===== config.mk =====
export PLATFORM = sky130hd
export DESIGN_NAME = vlsu_split_iq_flat
export DESIGN_NICKNAME = d
export VERILOG_FILES = /design/src/rtl/vlsu_split_iq_if.sv /design/src/rtl/vlsu_split_iq.sv /design/src/flat_wrapper.sv
export SDC_FILE = /design/constraint.sdc
export NUM_CORES = 1
export LEC_CHECK = 0
export CORE_ASPECT_RATIO = 1.4
export CORE_UTILIZATION = 35
export DETAILED_ROUTE_END_ITERATION = 6
export SYNTH_ARGS = -nofsm -noshare
export SYNTH_HDL_FRONTEND = slang
export SYNTH_SLANG_ARGS = --single-unit

===== constraint.sdc =====
create_clock -name clk_i -period 5.58 [get_ports clk_i]
set_input_delay 1.395 -clock clk_i [delete_from_list [all_inputs] [get_ports clk_i]]
set_output_delay 1.395 -clock clk_i [all_outputs]
set_load 0.1 [all_outputs]

===== src/rtl/vlsu_split_iq_if.sv =====
// vlsu_split_iq_if: request, load-issue, store-issue, completion and status signals of vlsu_split_iq; master = core/memory side, slave = queue
interface vlsu_split_iq_if #(
  parameter int ReqWidth    = 64,
  parameter int IdWidth     = 5,
  parameter int MaxInflight = 2
);
  localparam int IfW = $clog2(MaxInflight + 1);
  logic                req_valid_i;
  logic                req_ready_o;
  logic [ReqWidth-1:0] req_bits_i;
  logic [IdWidth-1:0]  req_id_i;
  logic                req_is_load_i;
  logic                core_st_pending_i;
  logic                ld_valid_o;
  logic                ld_ready_i;
  logic [ReqWidth-1:0] ld_bits_o;
  logic [IdWidth-1:0]  ld_id_o;
  logic                st_valid_o;
  logic                st_ready_i;
  logic [ReqWidth-1:0] st_bits_o;
  logic [IdWidth-1:0]  st_id_o;
  logic                ld_done_i;
  logic                st_done_i;
  logic [IfW-1:0]      ld_inflight_o;
  logic [IfW-1:0]      st_inflight_o;
  logic                idle_o;
  logic                err_o;
  modport master (
    output req_valid_i, req_bits_i, req_id_i, req_is_load_i, core_st_pending_i,
           ld_ready_i, st_ready_i, ld_done_i, st_done_i,
    input  req_ready_o, ld_valid_o, ld_bits_o, ld_id_o, st_valid_o, st_bits_o, st_id_o,
           ld_inflight_o, st_inflight_o, idle_o, err_o
  );
  modport slave (
    input  req_valid_i, req_bits_i, req_id_i, req_is_load_i, core_st_pending_i,
           ld_ready_i, st_ready_i, ld_done_i, st_done_i,
    output req_ready_o, ld_valid_o, ld_bits_o, ld_id_o, st_valid_o, st_bits_o, st_id_o,
           ld_inflight_o, st_inflight_o, idle_o, err_o
  );
endinterface


===== src/rtl/vlsu_split_iq.sv =====
// vlsu_split_iq: split load/store issue queues with cross-direction ordering tags; ports clk_i, rst_i (sync, active-high), io (vlsu_split_iq_if.slave)
module vlsu_split_iq #(
  parameter int ReqWidth    = 64,
  parameter int IdWidth     = 5,
  parameter int LdDepth     = 4,
  parameter int StDepth     = 4,
  parameter int MaxInflight = 2
) (
  input  logic          clk_i,
  input  logic          rst_i,
  vlsu_split_iq_if.slave io
);
  localparam int CntW = $clog2(LdDepth + StDepth + 2 * MaxInflight) + 1;
  localparam int IfW  = $clog2(MaxInflight + 1);
  localparam int LpW  = $clog2(LdDepth);
  localparam int SpW  = $clog2(StDepth);
  localparam int LcW  = $clog2(LdDepth + 1);
  localparam int ScW  = $clog2(StDepth + 1);
  localparam logic [IfW-1:0] MaxIf = IfW'(MaxInflight);
  logic [ReqWidth-1:0] ld_bits_q [LdDepth];
  logic [IdWidth-1:0]  ld_id_q   [LdDepth];
  logic [CntW-1:0]     ld_tag_q  [LdDepth];
  logic [ReqWidth-1:0] st_bits_q [StDepth];
  logic [IdWidth-1:0]  st_id_q   [StDepth];
  logic [CntW-1:0]     st_tag_q  [StDepth];
  logic [LpW-1:0] ld_wr, ld_rd;
  logic [SpW-1:0] st_wr, st_rd;
  logic [LcW-1:0] ld_cnt;
  logic [ScW-1:0] st_cnt;
  logic [CntW-1:0] ld_enq, ld_done, st_enq, st_done;
  logic [IfW-1:0] ld_infl, st_infl;
  logic err_q;
  logic ld_full, st_full, ld_push, st_push, ld_pop, st_pop, ld_done_ok, st_done_ok;
  assign ld_full = ld_cnt == LcW'(LdDepth);
  assign st_full = st_cnt == ScW'(StDepth);
  assign io.req_ready_o = !rst_i && (io.req_is_load_i ? !ld_full : !st_full);
  assign ld_push = io.req_valid_i && io.req_ready_o && io.req_is_load_i;
  assign st_push = io.req_valid_i && io.req_ready_o && !io.req_is_load_i;
  // A load waits until every store enqueued ahead of it has completed, and vice versa.
  assign io.ld_valid_o = !rst_i && ld_cnt != '0 && ld_tag_q[ld_rd] == st_done &&
                         !io.core_st_pending_i && ld_infl < MaxIf;
  assign io.st_valid_o = !rst_i && st_cnt != '0 && st_tag_q[st_rd] == ld_done && st_infl < MaxIf;
  assign ld_pop = io.ld_valid_o && io.ld_ready_i;
  assign st_pop = io.st_valid_o && io.st_ready_i;
  // A completion with nothing outstanding is a protocol error and is otherwise dropped.
  assign ld_done_ok = io.ld_done_i && (ld_infl != '0 || ld_pop);
  assign st_done_ok = io.st_done_i && (st_infl != '0 || st_pop);
  assign io.ld_bits_o = ld_bits_q[ld_rd];
  assign io.ld_id_o = ld_id_q[ld_rd];
  assign io.st_bits_o = st_bits_q[st_rd];
  assign io.st_id_o = st_id_q[st_rd];
  assign io.ld_inflight_o = ld_infl;
  assign io.st_inflight_o = st_infl;
  assign io.idle_o = ld_cnt == '0 && st_cnt == '0 && ld_infl == '0 && st_infl == '0;
  assign io.err_o = err_q;
  always_ff @(posedge clk_i) begin
    if (rst_i) begin
      ld_wr <= '0;
      ld_rd <= '0;
      ld_cnt <= '0;
      st_wr <= '0;
      st_rd <= '0;
      st_cnt <= '0;
      ld_enq <= '0;
      ld_done <= '0;
      st_enq <= '0;
      st_done <= '0;
      ld_infl <= '0;
      st_infl <= '0;
      err_q <= 1'b0;
      for (int i = 0; i < LdDepth; i++) ld_tag_q[i] <= '0;
      for (int i = 0; i < StDepth; i++) st_tag_q[i] <= '0;
    end else begin
      if (ld_push) begin
        ld_bits_q[ld_wr] <= io.req_bits_i;
        ld_id_q[ld_wr] <= io.req_id_i;
        ld_tag_q[ld_wr] <= st_enq;
        ld_wr <= ld_wr == LpW'(LdDepth - 1) ? '0 : ld_wr + 1'b1;
        ld_enq <= ld_enq + 1'b1;
      end
      if (st_push) begin
        st_bits_q[st_wr] <= io.req_bits_i;
        st_id_q[st_wr] <= io.req_id_i;
        st_tag_q[st_wr] <= ld_enq;
        st_wr <= st_wr == SpW'(StDepth - 1) ? '0 : st_wr + 1'b1;
        st_enq <= st_enq + 1'b1;
      end
      if (ld_pop) ld_rd <= ld_rd == LpW'(LdDepth - 1) ? '0 : ld_rd + 1'b1;
      if (st_pop) st_rd <= st_rd == SpW'(StDepth - 1) ? '0 : st_rd + 1'b1;
      ld_cnt <= ld_cnt + LcW'(ld_push) - LcW'(ld_pop);
      st_cnt <= st_cnt + ScW'(st_push) - ScW'(st_pop);
      ld_infl <= ld_infl + IfW'(ld_pop) - IfW'(ld_done_ok);
      st_infl <= st_infl + IfW'(st_pop) - IfW'(st_done_ok);
      if (ld_done_ok) ld_done <= ld_done + 1'b1;
      if (st_done_ok) st_done <= st_done + 1'b1;
      if ((io.ld_done_i && !ld_done_ok) || (io.st_done_i && !st_done_ok)) err_q <= 1'b1;
    end
  end
endmodule

===== src/flat_wrapper.sv =====
// flat-port wrapper written by rule: the top's interface ports become plain ports
module vlsu_split_iq_flat 
#(
  parameter int ReqWidth    = 64,
  parameter int IdWidth     = 5,
  parameter int LdDepth     = 4,
  parameter int StDepth     = 4,
  parameter int MaxInflight = 2
)
  (clk_i, rst_i, io_req_valid_i, io_req_bits_i, io_req_id_i, io_req_is_load_i, io_core_st_pending_i, io_ld_ready_i, io_st_ready_i, io_ld_done_i, io_st_done_i, io_req_ready_o, io_ld_valid_o, io_ld_bits_o, io_ld_id_o, io_st_valid_o, io_st_bits_o, io_st_id_o, io_ld_inflight_o, io_st_inflight_o, io_idle_o, io_err_o);
  vlsu_split_iq_if #(.ReqWidth(ReqWidth), .IdWidth(IdWidth), .MaxInflight(MaxInflight)) io_i ();
  input  logic clk_i;
  input  logic rst_i;
  input wire logic [$bits(io_i.req_valid_i)-1:0] io_req_valid_i;
  input wire logic [$bits(io_i.req_bits_i)-1:0] io_req_bits_i;
  input wire logic [$bits(io_i.req_id_i)-1:0] io_req_id_i;
  input wire logic [$bits(io_i.req_is_load_i)-1:0] io_req_is_load_i;
  input wire logic [$bits(io_i.core_st_pending_i)-1:0] io_core_st_pending_i;
  input wire logic [$bits(io_i.ld_ready_i)-1:0] io_ld_ready_i;
  input wire logic [$bits(io_i.st_ready_i)-1:0] io_st_ready_i;
  input wire logic [$bits(io_i.ld_done_i)-1:0] io_ld_done_i;
  input wire logic [$bits(io_i.st_done_i)-1:0] io_st_done_i;
  output wire logic [$bits(io_i.req_ready_o)-1:0] io_req_ready_o;
  output wire logic [$bits(io_i.ld_valid_o)-1:0] io_ld_valid_o;
  output wire logic [$bits(io_i.ld_bits_o)-1:0] io_ld_bits_o;
  output wire logic [$bits(io_i.ld_id_o)-1:0] io_ld_id_o;
  output wire logic [$bits(io_i.st_valid_o)-1:0] io_st_valid_o;
  output wire logic [$bits(io_i.st_bits_o)-1:0] io_st_bits_o;
  output wire logic [$bits(io_i.st_id_o)-1:0] io_st_id_o;
  output wire logic [$bits(io_i.ld_inflight_o)-1:0] io_ld_inflight_o;
  output wire logic [$bits(io_i.st_inflight_o)-1:0] io_st_inflight_o;
  output wire logic [$bits(io_i.idle_o)-1:0] io_idle_o;
  output wire logic [$bits(io_i.err_o)-1:0] io_err_o;
  assign io_i.req_valid_i = io_req_valid_i;
  assign io_i.req_bits_i = io_req_bits_i;
  assign io_i.req_id_i = io_req_id_i;
  assign io_i.req_is_load_i = io_req_is_load_i;
  assign io_i.core_st_pending_i = io_core_st_pending_i;
  assign io_i.ld_ready_i = io_ld_ready_i;
  assign io_i.st_ready_i = io_st_ready_i;
  assign io_i.ld_done_i = io_ld_done_i;
  assign io_i.st_done_i = io_st_done_i;
  assign io_req_ready_o = io_i.req_ready_o;
  assign io_ld_valid_o = io_i.ld_valid_o;
  assign io_ld_bits_o = io_i.ld_bits_o;
  assign io_ld_id_o = io_i.ld_id_o;
  assign io_st_valid_o = io_i.st_valid_o;
  assign io_st_bits_o = io_i.st_bits_o;
  assign io_st_id_o = io_i.st_id_o;
  assign io_ld_inflight_o = io_i.ld_inflight_o;
  assign io_st_inflight_o = io_i.st_inflight_o;
  assign io_idle_o = io_i.idle_o;
  assign io_err_o = io_i.err_o;
  vlsu_split_iq #(.ReqWidth(ReqWidth), .IdWidth(IdWidth), .LdDepth(LdDepth), .StDepth(StDepth), .MaxInflight(MaxInflight)) u_core (.clk_i(clk_i), .rst_i(rst_i), .io(io_i));
endmodule

==> impl_results.md <==
- Drt drc: 0
- Worst-path maximum fanout: 3
- Initial DRT Pass Iterations: 5
- Reg2Reg Capture Point: u_core.st_cnt[2]
- Post-CTS Resized: 0
- Internal power: 7.84 mW
- Yosys top cell by area: edfxtp_1
- Max frequency: 203 MHz
- Gate Count Post-Synth: 1,103
- Seq/Total Area, Yosys: 77.9%
- Routed WL: 52,600 um
- Hold Fails Final Rpt: 0
- Largest net degree at the start of global routing: 51
- RSZ-0062 raised after global routing: false
- Mux cell area share after synthesis: 14.4%
- Post-CTS Setup Bufs: 0
- CTS H-tree lvls: 2
- Status: complete, no violations
- P_sw: 2.40 mW
- Overall routing resource usage: 15.3%
- Final setup fails: 0
- Worst Setup End Kind: primary output
- # fillers: 5,848
- CTS Sinks: 635
- Data arrival, critical path: 3540 ps
- CTS tree: built
- Final min period: 4930 ps
- Post-DR wirelength/cell: 23.1 um
- Synth Net Count: 1,204
- Placer Congestion: 0.744
- Synth Area in Compound Gates: 0.994%
- Initial Util: 35.3%
- Worst hold path stage count: 2
- Post-detail-place hpwl: 32,200 um
- Total grt overflow: 0
- Wire length of the first global-routing pass: 78,300 um
- Final-stage net count: 1,469
- CP required: 4180 ps
- Yosys reg bits: 635
- Final worst-path cycle share: 88.4%
- Initial antenna violation count: 4
- R2R Setup Slk: 1730 ps
- Yosys cell types: 47
- Io pins: 225
- Fraction of layout cells with a size suffix above 1: 20.4%
- Root Driver: clkbuf_16
- Worst Hold Endpoint: u_core.st_done[4]
- Power Density: 349 mW/mm2
- Post-Synth Simple-Gate Area: 3.49%
- Flop pwr share: 52.0%
- Vias in the first global route: 12,200
- Post-Synth XOR/XNOR Area: 0.842%
- Worst setup SP type: input pin
- Maximum clock path buffer count: 3
- Combinational family with the most area after synthesis: multiplexers
- Reg2reg path depth: 13
- Iter 0 DRT Violations: 597
- Maxcap violations: 0
- DR vias: 11,400
- Via density: 5.00
- Sw frac: 23.4%
- Cts hold-fix bufs: 0
- Core Footprint: 0.0677 mm2
- Async set-reset flop share out of synthesis: 0%
- Clk Latency, worst-skew pair: 620 ps
- Fin. max-slew vios: 0
- Combinational share of power: 8.9%
- Die area: 0.0694 mm2
- Post-synth EDFFs: 592
- Worst-margin pin slew: 1140 ps
- Slew headroom: 24.1%
- Adder-cell share of the synthesized area: 1.27%
- Clock buffer count from CTS: 60
- Total chip power: 10.2 mW
- Final Skew: 24.6 ps
- Clock slew at reported path FFs: 60 ps
- Min-Delay Path Class: register to register
- FP Rows: 113
- Die X: 223 um
- Mapped Area: 0.0239 mm2
- Syn avg cell area: 21.7 um2
- Synth area leaders: edfxtp_1, mux4_2, dfxtp_1
- Die Ht: 311 um
- Synth warn: 0
- HP Start: u_core.st_done[4]
- Setup Crit Path Kind: input pin to primary output
- IO Port Bufs: 224
- VDD IR-drop max: 0.474 mV
- Post-synth top flop: edfxtp_1
- Area grow syn2layout: 22.4%
- Synth top area share: 74.3%
- LEAKAGE: 9.28 nW
- Setup_tns: 0 ps
- Antenna-violating nets left: 0
- Clock share of power: 39.1%
[flip-flops by register name, summed over array words and instances, names as in the netlist, 20 cells and up, named ones only]
register,cells
u_core.ld_tag_q,20
u_core.st_bits_q,256
u_core.ld_id_q,20
u_core.ld_bits_q,256
u_core.st_id_q,20
u_core.st_tag_q,20
[cell usage after synthesis, types with 2 or more instances]
master    instances
nor3_1           10
mux4_2          146
dfxtp_1          43
a211o_1           2
or4_1             4
nand2_1          18
nor2b_1           5
nand3b_1          2
nand4_1           5
and3_1           15
clkbuf_1         28
edfxtp_1        592
nor2_1           38
or2_2             2
nor4_1            2
o211ai_1          3
mux2i_1          10
o31ai_1           2
o21ai_0           5
a21oi_1          11
fa_1              2
or3_1             4
buf_2             4
ha_1             21
nand2b_1          2
and4_1            3
xor2_1           10
buf_1            15
inv_1            22
and2_1           33
o41ai_1           2
mux2_2            4
xnor2_1          13
nor3b_1           3
nand3_1          10
[cells by family after synthesis]
group,after synthesis
xor gates and xnor gates,23
muxes,160
and+or+nand+nor,157
buffers and inverters,71
DFF,635
adders and majority gates,23
AOI/OAI and AO/OA,34
[area by class of cell]
cell class	instances	area [um2]	area share, %
Sequential cell	635	18700	63.7
Multi-Input combinational cell	397	5040	17.2
Timing Repair Buffer	251	2510	8.58
Clock buffer	81	1620	5.54
Tap cell	862	1080	3.68
Clock inverter	28	287	0.978
Inverter	23	86.3	0.295
Antenna cell	2	5.00	0.0171
[metal layers]
metal | share of wire (%) | GRT usage (%) | up-vias
li1 | - | - | 5041
met1 | 40 | 18.6 | 6031
met2 | 53 | 27.4 | 255
met3 | 4.0 | 2.69 | 71
met4 | 2.3 | 4.97 | 4
met5 | 0.061 | 0 | -
[through the flow]
stage / area, um2 / utilization, % / std cells / hold slack [ps] / worst slack, ps
5_1_grt: 29300 / 43.2 / 2279 / 535 / 461
3_5_place_dp: 27400 / 40.4 / 2168 / 485 / 632
4_1_cts: 29300 / 43.2 / 2277 / 495 / 516
6_report: 29300 / 43.2 / 2279 / 498 / 645
3_3_place_gp: 27400 / 40.4 / 2168 / 473 / 644
2_1_floorplan: 23900 / - / 1103 / 467 / 534
[power groups by stage]
| stage | sequential (mW) | clock, mW | combinational [mW] |
|---|---|---|---|
| 2_1_floorplan | 5.50 | 0 | 0.546 |
| 3_3_place_gp | 5.42 | 0 | 0.908 |
| 3_5_place_dp | 5.43 | 0 | 0.919 |
| 4_1_cts | 5.32 | 4.11 | 0.923 |
| 5_1_grt | 5.33 | 4.27 | 0.957 |
| 6_report | 5.32 | 4.00 | 0.911 |
[worst max-delay path: stages]
cell	delay, ps
clkdlybuf4s50_1	420
or3_1	400
a311o_1	330
a2111o_1	440
nor3_2	310
buf_12	230
[worst max-delay path by stage]
stage                  start          endpoint  slack [ps]  depth (start not counted)
CTS                 register  io_ld_bits_o[11]         520                          3
floorplan              rst_i     io_ld_valid_o         530                          4
global placement       rst_i     io_ld_valid_o         640                          6
global route        register  io_ld_bits_o[61]         460                          3
detailed placement     rst_i     io_ld_valid_o         630                          6
finish                 rst_i     io_ld_valid_o         650                          6
[cells in the final DEF, fill, tap and decap left out, types with 3 or more instances in the layout]
cell type	netlist	final
edfxtp_1	592	592
clkdlybuf4s50_1	0	211
mux4_2	146	146
clkbuf_16	0	61
dfxtp_1	43	39
nor2_1	38	38
buf_4	1	32
and2_1	33	25
inv_1	22	22
ha_1	21	21
nand2_1	18	18
clkbuf_1	28	18
and3_1	15	15
xnor2_1	13	13
clkinv_1	1	11
a21oi_1	11	11
mux2i_1	10	10
xor2_1	10	10
nand3_1	10	10
clkinv_2	0	10
nor3_1	10	9
and2_4	0	8
buf_12	0	8
bufinv_16	0	6
nor2b_1	5	5
o21ai_0	5	5
nand4_1	5	5
mux2_2	4	4
or3_1	4	4
or4_1	4	4
dfxtp_4	0	4
o211ai_1	3	3
and4_1	3	3
Note: power is estimated with default switching activity, not from simulation.
